$ cat src/rtl/imm_extend_stage_if.sv
// imm_extend_stage_if: valid/ready bundle between the decoder, the extension stage and its consumer
interface imm_extend_stage_if #(
  parameter int IN_W  = 16,
  parameter int OUT_W = 32
);
  logic             in_valid;
  logic             in_ready;
  logic [IN_W-1:0]  in_imm;
  logic [1:0]       in_mode;
  logic             out_valid;
  logic             out_ready;
  logic [OUT_W-1:0] out_data;
  modport master (output in_valid, in_imm, in_mode, out_ready, input in_ready, out_valid, out_data);
  modport slave  (input in_valid, in_imm, in_mode, out_ready, output in_ready, out_valid, out_data);
endinterface

$ cat src/rtl/imm_extend_stage.sv
// imm_extend_stage: registered immediate extension (zero/sign/upper/branch) behind a 2-entry skid FIFO
module imm_extend_stage #(
  parameter int IN_W  = 16,
  parameter int OUT_W = 32
) (
  input  logic              clk,
  input  logic              reset,
  input  logic              flush,
  imm_extend_stage_if.slave bus,
  output logic [1:0]        occupancy
);
  localparam int PAD_W = OUT_W - IN_W;
  logic [OUT_W-1:0] r_mem [2];
  logic             r_rd;
  logic             r_wr;
  logic [1:0]       r_cnt;
  logic [OUT_W-1:0] w_sext;
  logic [OUT_W-1:0] w_ext;
  logic             w_push;
  logic             w_pop;
  // Extend the raw field by mode; the extended value is what gets stored
  always_comb begin
    w_sext = {{PAD_W{bus.in_imm[IN_W-1]}}, bus.in_imm};
    w_ext  = bus.in_mode == 2'd0 ? {{PAD_W{1'b0}}, bus.in_imm}
           : bus.in_mode == 2'd1 ? w_sext
           : bus.in_mode == 2'd2 ? {bus.in_imm, {PAD_W{1'b0}}}
           : {w_sext[OUT_W-3:0], 2'b00};
  end
  assign bus.in_ready  = (r_cnt != 2'd2) & ~flush;
  assign bus.out_valid = r_cnt != 2'd0;
  assign bus.out_data  = r_mem[r_rd];
  assign occupancy     = r_cnt;
  assign w_push        = bus.in_valid & bus.in_ready;
  assign w_pop         = bus.out_valid & bus.out_ready;
  // FIFO storage, pointers and count; flush drops everything, reset also clears the data
  always_ff @(posedge clk) begin
    if (reset) begin
      r_mem[0] <= '0;
      r_mem[1] <= '0;
      r_rd     <= 1'b0;
      r_wr     <= 1'b0;
      r_cnt    <= 2'd0;
    end else if (flush) begin
      r_rd  <= r_wr;
      r_cnt <= 2'd0;
    end else begin
      if (w_push) r_mem[r_wr] <= w_ext;
      if (w_push) r_wr <= ~r_wr;
      if (w_pop) r_rd <= ~r_rd;
      r_cnt <= r_cnt + {1'b0, w_push} - {1'b0, w_pop};
    end
  end
endmodule

$ cat src/flat_wrapper.sv
// flat-port wrapper written by rule: the top's interface ports become plain ports
module imm_extend_stage_flat 
#(
  parameter int IN_W  = 16,
  parameter int OUT_W = 32
)
  (clk, reset, flush, occupancy, bus_in_valid, bus_in_imm, bus_in_mode, bus_out_ready, bus_in_ready, bus_out_valid, bus_out_data);
  imm_extend_stage_if #(.IN_W(IN_W), .OUT_W(OUT_W)) bus_i ();
  input  logic clk;
  input  logic reset;
  input  logic flush;
  output logic [1:0] occupancy;
  input wire logic [$bits(bus_i.in_valid)-1:0] bus_in_valid;
  input wire logic [$bits(bus_i.in_imm)-1:0] bus_in_imm;
  input wire logic [$bits(bus_i.in_mode)-1:0] bus_in_mode;
  input wire logic [$bits(bus_i.out_ready)-1:0] bus_out_ready;
  output wire logic [$bits(bus_i.in_ready)-1:0] bus_in_ready;
  output wire logic [$bits(bus_i.out_valid)-1:0] bus_out_valid;
  output wire logic [$bits(bus_i.out_data)-1:0] bus_out_data;
  assign bus_i.in_valid = bus_in_valid;
  assign bus_i.in_imm = bus_in_imm;
  assign bus_i.in_mode = bus_in_mode;
  assign bus_i.out_ready = bus_out_ready;
  assign bus_in_ready = bus_i.in_ready;
  assign bus_out_valid = bus_i.out_valid;
  assign bus_out_data = bus_i.out_data;
  imm_extend_stage #(.IN_W(IN_W), .OUT_W(OUT_W)) u_core (.clk(clk), .reset(reset), .flush(flush), .bus(bus_i), .occupancy(occupancy));
endmodule
$ cat config.mk
export PLATFORM = sky130hd
export DESIGN_NAME = imm_extend_stage_flat
export DESIGN_NICKNAME = d
export VERILOG_FILES = /design/src/rtl/imm_extend_stage_if.sv /design/src/rtl/imm_extend_stage.sv /design/src/flat_wrapper.sv
export SDC_FILE = /design/constraint.sdc
export NUM_CORES = 1
export LEC_CHECK = 0
export BUFFER_PORTS_ARGS = -buffer_cell sky130_fd_sc_hd__buf_2
export CAP_MARGIN = 30
export CORE_ASPECT_RATIO = 1.25
export CORE_MARGIN = 8
export CORE_UTILIZATION = 50
export DETAILED_ROUTE_END_ITERATION = 6
export GPL_TIMING_DRIVEN = 0
export MAX_ROUTING_LAYER = met4
export PLACE_DENSITY = 0.81
export SYNTH_ARGS = -nofsm -noshare
export SYNTH_HDL_FRONTEND = slang
export SYNTH_SLANG_ARGS = --single-unit
$ cat constraint.sdc
create_clock -name clk -period 2.3 [get_ports clk]
set_input_delay 0.345 -clock clk [delete_from_list [all_inputs] [get_ports clk]]
set_output_delay 0.345 -clock clk [all_outputs]
set_load 0.01 [all_outputs]
==> metrics.csv <==
metric;value;unit
start point of the critical path;u_core.occupancy[0]$_SDFF_PP0_;
Slew Viols, Final;0;
buffers added on ports;58;
setup bufs post-CTS;0;
final setup TNS;0;ps
clock transition at the registers of the reported paths;70;ps
Avg Cell Area, Syn;12.8;sq um
Num CTS Buffers;9;
DR iter-0 viols;163;
layout cells sized above 1;39.7;%
post-synth top area share;59.0;%
maximum fanout along the worst path;17;
Post-synth EDFFs;64;
fmax;0.484;GHz
core area;6440;sq um
Worst Tran Pin Value;813;ps
Final nets;350;
Worst Skew;9.85;ps
Worst Path Required;2350;ps
CTS resizes;0;
#FFs+latches synth;69;
die outline area;9370;sq um
fin crit share;89.9;%
Final Hold Fails;0;
final non-filler cell area;3840;sq um
Synth area leaders;edfxtp_1 (59%), mux2_2 (11%), nor2_1 (6.7%);
# diodes;0;
Syn Nets;280;
cell count after synthesis;255;
Peak VDD IR;0.474;mV
total of max-cap violations;0;
Async SR Flop Fraction;0;%
HP Class;input pin to register;
crit start category;register;
sequential-to-total area share from yosys stat;62.1;%
post-synthesis mux area share;11.4;%
Root Driver;clkbuf_8;
hold path start;reset;
XOR/XNOR Fraction of Synth Area;0.807;%
ys flop type;edfxtp_1;
pin count of the biggest net entering global routing;33;
1st-pass router iterations;5;
first-pass GRT wire length;11200;microns
H-tree levels;3;
area added between synthesis and finish;18.1;%
Final Setup Violations;0;
die height;106;microns
GRT overflow;0;
number of distinct library cells after synthesis;30;
DRT Wirelength;7130;microns
slew margin rel.;45.8;%
GPL Wtd Cong;0.817;
via count;2196;
RSZ-0062 raised after global routing;no;
GRT Util Overall;16.4;%
DRC viols;0;
row count;33;
largest family of logic cells by synthesized area;simple AND/OR/NAND/NOR gates;
die extent in x;88.2;microns
Leak;1.52;nW
Crit. End Element;register;
Fillers;553;
buffer levels on the longest clock path;2;
hold-fix buffers at CTS;0;
Top Ports;59;
vias per cell;5.27;
Post-DP Area;3690;sq um
simple-gate share of the synthesized area;15.3;%
initial antenna violation count;0;
Worst EP arrival;2110;ps
WL per Instance;17.1;microns
outcome;finished clean;
area of the mapped netlist;3260;sq um
worst skew pair latency;340;ps
initial core utilization;50.6;%
Post-synth top cells;edfxtp_1 (64), nor2_1 (58), mux2_2 (31), a21oi_1 (29), nor2b_1 (14);
Power Density;691;nW/um^2
most frequent cell after synthesis;edfxtp_1;
Post-Synth Adder-Cell Area;0.768;%
CTS tree;built;
cell taking the most area after synthesis;edfxtp_1;
DP Wirelength;5110;microns
Yosys warning count;0;
ANT nets after route;0;
vias in the first global route;2267;
Crit Path Category;register to register;
Final Critical Period;2070;ps
reg2reg start;u_core.occupancy[0]$_SDFF_PP0_;
clk sinks;69;
Compound-Gate Fraction of Synth Area;5.69;%
-- critical path, stage by stage, from the launching register on --
cell	delay, ps
dfxtp_1	410
and2b_1	220
nor3b_2	250
a21o_1	650
buf_16	240
-- kinds of logic after synthesis --
kind of cell,after synthesis
AND/OR/NAND/NOR,95
buffers and inverters,18
flip-flops,69
XOR/XNOR,3
adder cells (fa/ha/maj),2
multiplexers,33
AO/OA/AOI/OAI,35
-- metrics by stage --
step / util, % / hold WS [ps] / worst slack [ps] / instances / power [W]
after floorplan: - / 485 / 311 / 255 / 0.00172
after global placement: 56.8 / 505 / -165 / 400 / 0.00185
after detailed placement: 57.2 / 594 / 203 / 401 / 0.00187
after CTS: 59.7 / 337 / 193 / 417 / 0.00266
after global routing: 59.7 / 357 / 50.1 / 417 / 0.00275
final: 59.7 / 354 / 233 / 417 / 0.00266
-- layout make-up --
cell class                      count  area, sq um  area share [%]
Clock inverter                      5         27.5           0.716
Timing Repair Buffer               59          318            8.27
Multi-Input combinational cell    168         1110            28.8
Sequential cell                    69         2020            52.6
Buffer                             15          119            3.09
Clock buffer                       11          131            3.42
Inverter                            3         11.3           0.293
Tap cell                           87          109            2.83
-- placed cells by master, fill, tap and decap left out, types with 3 or more instances in the layout --
cell / count
buf_6: 6
mux2_2: 31
nor2b_1: 14
nor2_1: 58
clkbuf_8: 9
nand2b_1: 4
a21oi_1: 29
edfxtp_1: 64
clkbuf_1: 3
nor2_2: 7
inv_1: 3
buf_4: 3
buf_2: 63
dfxtp_1: 5
-- layer usage --
layer | vias up | GRT usage [%] | part of all wire [%]
met2 | 101 | 25.5 | 51
met3 | 10 | 4.71 | 6.2
li1 | 1042 | - | -
met5 | - | - | 0
met1 | 1043 | 19.3 | 41
met4 | 0 | 6.91 | 1.5
-- registers in the layout (all words and copies together) (netlist names), named ones only --
register / count
u_core.occupancy: 2
u_core.r_rd: 1
u_core.r_mem: 64
u_core.r_wr: 1
-- report_power, final --
group          leakage, nW  switching (W)  internal (W)
logic                0.735       0.000215      0.000163
registers            0.712      0.0000205       0.00144
clock network       0.0744       0.000433      0.000382
-- path summary, 6_finish.rpt --
path | to | slack (ps) | cells after the start
setup / recovery | u_core.r_mem[0][29]$_SDFFCE_PN0P_ | 230 | 4
hold reg to reg | u_core.r_rd$_SDFFE_PP0P_ | 610 | 2
hold / removal | u_core.r_rd$_SDFFE_PP0P_ | 350 | 3
setup reg to reg | u_core.r_mem[0][29]$_SDFFCE_PN0P_ | 230 | 4
Power figures use the tool's default switching activity.
